### src/rtl/char_rd_if.sv
// char_rd_if
// Bundles the two requester ports and the RAM read port of the character
// RAM read arbiter.
//   req0/addr0/ack0/rvalid0/rdata0 : port 0 (scanout engine) request and response
//   req1/addr1/ack1/rvalid1/rdata1 : port 1 (CPU/debug reader) request and response
//   ram_raddr/ram_re/ram_rdata     : single shared RAM/ROM read port
// Modports:
//   slave  : the arbiter's view
//   master : the requesters and the RAM together (the environment)
interface char_rd_if #(
   parameter int DATA_WIDTH = 8,
   parameter int ADDR_WIDTH = 8
);
   logic                  req0;
   logic [ADDR_WIDTH-1:0] addr0;
   logic                  ack0;
   logic                  rvalid0;
   logic [DATA_WIDTH-1:0] rdata0;

   logic                  req1;
   logic [ADDR_WIDTH-1:0] addr1;
   logic                  ack1;
   logic                  rvalid1;
   logic [DATA_WIDTH-1:0] rdata1;

   logic [ADDR_WIDTH-1:0] ram_raddr;
   logic                  ram_re;
   logic [DATA_WIDTH-1:0] ram_rdata;

   modport slave (
      input  req0, addr0, req1, addr1, ram_rdata,
      output ack0, rvalid0, rdata0, ack1, rvalid1, rdata1, ram_raddr, ram_re
   );

   modport master (
      output req0, addr0, req1, addr1, ram_rdata,
      input  ack0, rvalid0, rdata0, ack1, rvalid1, rdata1, ram_raddr, ram_re
   );
endinterface

### src/rtl/char_rd_arbiter.sv
// char_rd_arbiter
// Shares the single read port of the character RAM/font ROM between two
// requesters. At most one read is granted per cycle. A tag pipeline, as deep
// as the RAM read latency, remembers which port issued each in-flight read,
// so the returned word can be steered back with a one-cycle valid pulse.
// Ports:
//   rclk   : clock, all state changes on the rising edge
//   rst_n  : asynchronous reset, active low
//   bus    : char_rd_if.slave (requester ports and RAM read port)
// Parameters:
//   DATA_WIDTH, ADDR_WIDTH : RAM word and address widths
//   RAM_LATENCY            : cycles from a sampled read to valid ram_rdata (0..4)
// Build option:
//   PRIO0_EN : when defined, port 0 always wins contention (fixed priority)
//              instead of round-robin, so scanout can never be stalled.
module char_rd_arbiter #(
   parameter int DATA_WIDTH  = 8,
   parameter int ADDR_WIDTH  = 8,
   parameter int RAM_LATENCY = 1
) (
   input logic     rclk,
   input logic     rst_n,
   char_rd_if.slave bus
);

   logic                  grant0;
   logic                  grant1;
   logic                  grant_any;
   logic [ADDR_WIDTH-1:0] raddr_q;
   logic                  ret_valid;
   logic                  ret_port;

`ifdef PRIO0_EN
   // Fixed priority: port 1 only gets the RAM in cycles where port 0 is idle.
   // Grants are suppressed while reset is asserted so ack stays low.
   always_comb begin
      grant0 = 1'b0;
      grant1 = 1'b0;
      if (rst_n) begin
         grant0 = bus.req0;
         grant1 = bus.req1 & ~bus.req0;
      end
   end
`else
   logic last_grant;

   // Round-robin: on contention the port that did not win last time is
   // served. A lone requester is always served, giving back-to-back grants.
   always_comb begin
      grant0 = 1'b0;
      grant1 = 1'b0;
      if (rst_n) begin
         if (bus.req0 && bus.req1) begin
            grant0 = last_grant;
            grant1 = ~last_grant;
         end else begin
            grant0 = bus.req0;
            grant1 = bus.req1;
         end
      end
   end

   // Remember the winner of every grant. Reset to 1 so that port 0 wins the
   // first contention after reset.
   always_ff @(posedge rclk or negedge rst_n) begin
      if (!rst_n) begin
         last_grant <= 1'b1;
      end else if (grant0) begin
         last_grant <= 1'b0;
      end else if (grant1) begin
         last_grant <= 1'b1;
      end
   end
`endif

   assign grant_any = grant0 | grant1;
   assign bus.ack0  = grant0;
   assign bus.ack1  = grant1;
   assign bus.ram_re = grant_any;

   // The RAM address follows the granted port; when idle it holds the last
   // granted address so the RAM address bus does not toggle needlessly.
   assign bus.ram_raddr = grant1 ? bus.addr1 :
                          grant0 ? bus.addr0 : raddr_q;

   // Capture the address of every granted read for the idle hold value.
   always_ff @(posedge rclk or negedge rst_n) begin
      if (!rst_n) begin
         raddr_q <= '0;
      end else if (grant_any) begin
         raddr_q <= bus.ram_raddr;
      end
   end

   generate
      if (RAM_LATENCY == 0) begin : g_bypass
         // Combinational RAM: data belongs to the read granted this very cycle.
         assign ret_valid = grant_any;
         assign ret_port  = grant1;
      end else begin : g_pipe
         logic [RAM_LATENCY-1:0] tag_valid;
         logic [RAM_LATENCY-1:0] tag_port;

         // Tag shift register: stage 0 is loaded at the grant edge and the
         // tag in the last stage lines up with the data on ram_rdata.
         // Reset drops every in-flight tag so no stale response escapes.
         always_ff @(posedge rclk or negedge rst_n) begin
            if (!rst_n) begin
               tag_valid <= '0;
               tag_port  <= '0;
            end else begin
               tag_valid[0] <= grant_any;
               tag_port[0]  <= grant1;
               for (int i = 1; i < RAM_LATENCY; i++) begin
                  tag_valid[i] <= tag_valid[i-1];
                  tag_port[i]  <= tag_port[i-1];
               end
            end
         end

         assign ret_valid = tag_valid[RAM_LATENCY-1];
         assign ret_port  = tag_port[RAM_LATENCY-1];
      end
   endgenerate

   // Return path: register the RAM word into the owning port's data register
   // and pulse its valid for one cycle. Data registers hold between pulses.
   always_ff @(posedge rclk or negedge rst_n) begin
      if (!rst_n) begin
         bus.rvalid0 <= 1'b0;
         bus.rvalid1 <= 1'b0;
         bus.rdata0  <= '0;
         bus.rdata1  <= '0;
      end else begin
         bus.rvalid0 <= ret_valid & ~ret_port;
         bus.rvalid1 <= ret_valid & ret_port;
         if (ret_valid && !ret_port) begin
            bus.rdata0 <= bus.ram_rdata;
         end
         if (ret_valid && ret_port) begin
            bus.rdata1 <= bus.ram_rdata;
         end
      end
   end

endmodule
### src/flat_wrapper.sv
// flat-port wrapper written by rule: the top's interface ports become plain ports
module char_rd_arbiter_flat 
#(
   parameter int DATA_WIDTH  = 8,
   parameter int ADDR_WIDTH  = 8,
   parameter int RAM_LATENCY = 1
)
  (rclk, rst_n, bus_req0, bus_addr0, bus_req1, bus_addr1, bus_ram_rdata, bus_ack0, bus_rvalid0, bus_rdata0, bus_ack1, bus_rvalid1, bus_rdata1, bus_ram_raddr, bus_ram_re);
  char_rd_if #(.DATA_WIDTH(DATA_WIDTH), .ADDR_WIDTH(ADDR_WIDTH)) bus_i ();
  input logic rclk;
  input logic rst_n;
  input wire logic [$bits(bus_i.req0)-1:0] bus_req0;
  input wire logic [$bits(bus_i.addr0)-1:0] bus_addr0;
  input wire logic [$bits(bus_i.req1)-1:0] bus_req1;
  input wire logic [$bits(bus_i.addr1)-1:0] bus_addr1;
  input wire logic [$bits(bus_i.ram_rdata)-1:0] bus_ram_rdata;
  output wire logic [$bits(bus_i.ack0)-1:0] bus_ack0;
  output wire logic [$bits(bus_i.rvalid0)-1:0] bus_rvalid0;
  output wire logic [$bits(bus_i.rdata0)-1:0] bus_rdata0;
  output wire logic [$bits(bus_i.ack1)-1:0] bus_ack1;
  output wire logic [$bits(bus_i.rvalid1)-1:0] bus_rvalid1;
  output wire logic [$bits(bus_i.rdata1)-1:0] bus_rdata1;
  output wire logic [$bits(bus_i.ram_raddr)-1:0] bus_ram_raddr;
  output wire logic [$bits(bus_i.ram_re)-1:0] bus_ram_re;
  assign bus_i.req0 = bus_req0;
  assign bus_i.addr0 = bus_addr0;
  assign bus_i.req1 = bus_req1;
  assign bus_i.addr1 = bus_addr1;
  assign bus_i.ram_rdata = bus_ram_rdata;
  assign bus_ack0 = bus_i.ack0;
  assign bus_rvalid0 = bus_i.rvalid0;
  assign bus_rdata0 = bus_i.rdata0;
  assign bus_ack1 = bus_i.ack1;
  assign bus_rvalid1 = bus_i.rvalid1;
  assign bus_rdata1 = bus_i.rdata1;
  assign bus_ram_raddr = bus_i.ram_raddr;
  assign bus_ram_re = bus_i.ram_re;
  char_rd_arbiter #(.DATA_WIDTH(DATA_WIDTH), .ADDR_WIDTH(ADDR_WIDTH), .RAM_LATENCY(RAM_LATENCY)) u_core (.rclk(rclk), .rst_n(rst_n), .bus(bus_i));
endmodule
### config.mk
export PLATFORM = sky130hd
export DESIGN_NAME = char_rd_arbiter_flat
export DESIGN_NICKNAME = d
export VERILOG_FILES = /design/src/rtl/char_rd_if.sv /design/src/rtl/char_rd_arbiter.sv /design/src/flat_wrapper.sv
export SDC_FILE = /design/constraint.sdc
export NUM_CORES = 1
export LEC_CHECK = 0
export BUFFER_PORTS_ARGS = -buffer_cell sky130_fd_sc_hd__buf_2
export CAP_MARGIN = 20
export CELL_PAD_IN_SITES_DETAIL_PLACEMENT = 0
export CELL_PAD_IN_SITES_GLOBAL_PLACEMENT = 1
export CORE_MARGIN = 3
export CORE_UTILIZATION = 35
export CTS_CLUSTER_SIZE = 14
export DETAILED_ROUTE_END_ITERATION = 12
export PLACE_DENSITY = 0.8
export SETUP_SLACK_MARGIN = 0.15
export SLEW_MARGIN = 20
export SYNTH_ARGS = -nofsm -noshare
export SYNTH_HDL_FRONTEND = slang
export SYNTH_SLANG_ARGS = --single-unit
export TNS_END_PERCENT = 1
### constraint.sdc
create_clock -name rclk -period 3.8 [get_ports rclk]
set_input_delay 0.76 -clock rclk [delete_from_list [all_inputs] [get_ports rclk]]
set_output_delay 0.76 -clock rclk [all_outputs]
set_load 0.05 [all_outputs]
==> metrics.md <==
| Metric | Value |
|---|---|
| Worst Max-Slew Pin Slew | `496 ps` |
| Slew Limit Fails | `0` |
| Global Route Usage Sum | `13.1%` |
| Peak Freq | `367 MHz` |
| Fin. Hold Viols | `0` |
| Antenna cells | `0` |
| Initial Utilization | `36.7%` |
| Synthesized instance count | `85` |
| RR Startpoint | `u_core.last_grant` |
| Clock sinks | `29` |
| Seq/Total Area, Yosys | `58.4%` |
| Full die area | `4310 µm²` |
| Nets | `174` |
| Skew-Pair Late Insertion Delay | `310 ps` |
| First-pass GRT wire length | `4200 µm` |
| Outcome | `completed` |
| Wl on met1 | `1070 µm` |
| Met3 WL | `324 µm` |
| H-tree level count | `2` |
| Root Driver | `clkbuf_4` |
| Syn_nets | `113` |
| Ys Warns | `0` |
| Post-Route WL | `2630 µm` |
| Final setup viols | `0` |
| Rows | `21` |
| Crit path max fanout | `18` |
| FF+latch count, synth | `29` |
| Crit end category | `output port` |
| DRT antenna net count | `0` |
| GP Congestion | `0.691` |
| Core ar. | `3390 µm²` |
| Yosys top cell area share | `56.3%` |
| DRT iter0 DRCs | `53` |
| Most frequent cells in the layout | `buf_2 (56), dfrtp_1 (28), mux2_2 (15), and2_1 (9), a221o_1 (9)` |
| DR WL/cell | `13.6 µm` |
| Fin crit period | `2730 ps` |
| Synthesis-to-finish area growth | `29.9%` |
| Final core utilization | `47.7%` |
| Max clock buf depth | `2` |
| Vias | `954` |
| RSZ-0062 raised after global routing | `false` |
| Routed wl met2 | `1220 µm` |
| Synth area leader | `dfrtp_1` |
| Synth Area per Inst | `14.6 µm²` |
| Setup tns final | `0 ps` |
| Die Wd | `65.6 µm` |
| Pwr dens | `586 nW/µm²` |
| Total power | `948 µW` |
| Total gr overflow | `0` |
| Final period utilization | `71.8%` |
| Die Height | `65.6 µm` |
| Most common cell after layout, fill and taps aside | `buf_2` |
| Clock Pin Slew Worst Setup and Hold Paths | `90 ps` |
| Total CTS buffers | `5` |
| Worst Path Arrival | `1970 ps` |
| Remaining DRCs | `0` |
| WS Path Type | `in2out` |
| Final HPWL DP | `1990 µm` |
| Setup crit start | `rst_n` |
| Max cap viols | `0` |
| Fin Clk Skew | `5.84 ps` |
| Fillers | `319` |
| Initial antenna violation count | `0` |
| Worst setup SP type | `primary input` |
| Highest routed metal layer | `met4` |
| Worst EP required | `3040 ps` |
| Mapped cell area | `1240 µm²` |
| Share of layout cells above drive strength 1 | `61.9%` |
| Synth unique cells | `17` |
| IO buf count | `56` |
| Leakage power | `0.000812 µW` |
| Hold Path Class | `in2async` |
| IO Pins | `57` |
| Total setup buffers inserted after CTS | `0` |
| Max rail drop VDD | `230 µV` |
| Pre-Repair DR Iteration Count | `4` |
| Slew HR | `66.7%` |
| Vias in the first global route | `918` |
| # resized after CTS | `0` |
| Pin count of the biggest net entering global routing | `29` |
| # hold bufs at CTS | `0` |
| Synth area leaders | `dfrtp_1 (56%), mux2_2 (14%), a221o_1 (7.2%)` |
| Vias per inst | `4.94` |
| CTS tree | `yes` |
==> path summary, 6_finish.rpt <==
| path | to | slack [ps] | cells past startpoint |
|---|---|---|---|
| max | bus_ram_raddr[6] | 1070 | 5 |
| max reg2reg | u_core.raddr_q[3] | 2440 | 3 |
| min reg2reg | u_core.bus.rdata1[6] | 500 | 1 |
| min | u_core.last_grant | 400 | 1 |
| max in group asynchronous | u_core.bus.rdata1[1] | 3040 | 2 |
| min in group rclk | u_core.bus.rdata1[6] | 500 | 1 |
==> per-stage QoR <==
stage	hold slack, ps	worst slack, ps	cells	instance area [µm²]
4_1_cts	379	1060	193	1620
5_1_grt	364	949	193	1620
6_report	399	1070	193	1620
3_5_place_dp	487	1060	185	1560
2_1_floorplan	464	1220	85	1240
3_3_place_gp	470	1120	185	1560
==> kinds of logic after synthesis <==
group,Yosys count,share of synthesized area (%)
AND/OR/NAND/NOR,13,6.33
multiplexers,16,14.5
buffers and inverters,7,3.42
AO/OA/AOI/OAI,20,17.4
flip-flops,29,58.4
==> cells in the mapped netlist <==
master	n
dfrtp_1	28
mux2_2	15
a221o_1	9
and2_1	9
a221o_2	7
inv_1	4
a21boi_4	2
buf_6	2
a21oi_1	1
and2_4	1
buf_2	1
dfstp_2	1
mux2_1	1
nand2_1	1
nand2b_1	1
nor2_1	1
o21ai_1	1
==> worst max-delay path: stages <==
cell,delay [ps]
buf_2,120
and2_1,150
a21boi_4,430
a221o_1,240
buf_2,260
==> sequential cells by signal, summed over array words and instances, names as in the netlist <==
name                     cells
u_core.bus.rdata0            8
u_core.bus.rdata1            8
u_core.bus.rvalid0           1
u_core.bus.rvalid1           1
u_core.g_pipe.tag_port       1
u_core.g_pipe.tag_valid      1
u_core.last_grant            1
u_core.raddr_q               8
==> layer usage <==
layer	GRT usage (%)	vias to the layer above
li1	-	444
met1	15.9	452
met2	20.7	54
met3	5.13	4
met4	5.44	0
met5	0	-
==> final cells by class <==
| class | count | area, µm² | share of cell area [%] |
|---|---|---|---|
| Clock buffer | 5 | 37.5 | 2.32 |
| Clock inverter | 3 | 17.5 | 1.08 |
| Multi-Input combinational cell | 49 | 475 | 29.4 |
| Timing Repair Buffer | 57 | 288 | 17.8 |
| Tap cell | 46 | 57.6 | 3.56 |
| Inverter | 4 | 15.0 | 0.928 |
| Sequential cell | 29 | 727 | 44.9 |
==> where the power goes <==
group          switching [µW]  internal, µW  leakage [µW]  total, µW
logic                     273           110      0.000433        382
registers                24.5           366      0.000347        390
clock network             106          69.6     0.0000310        176
No activity file was read; power rests on OpenSTA's default activity.
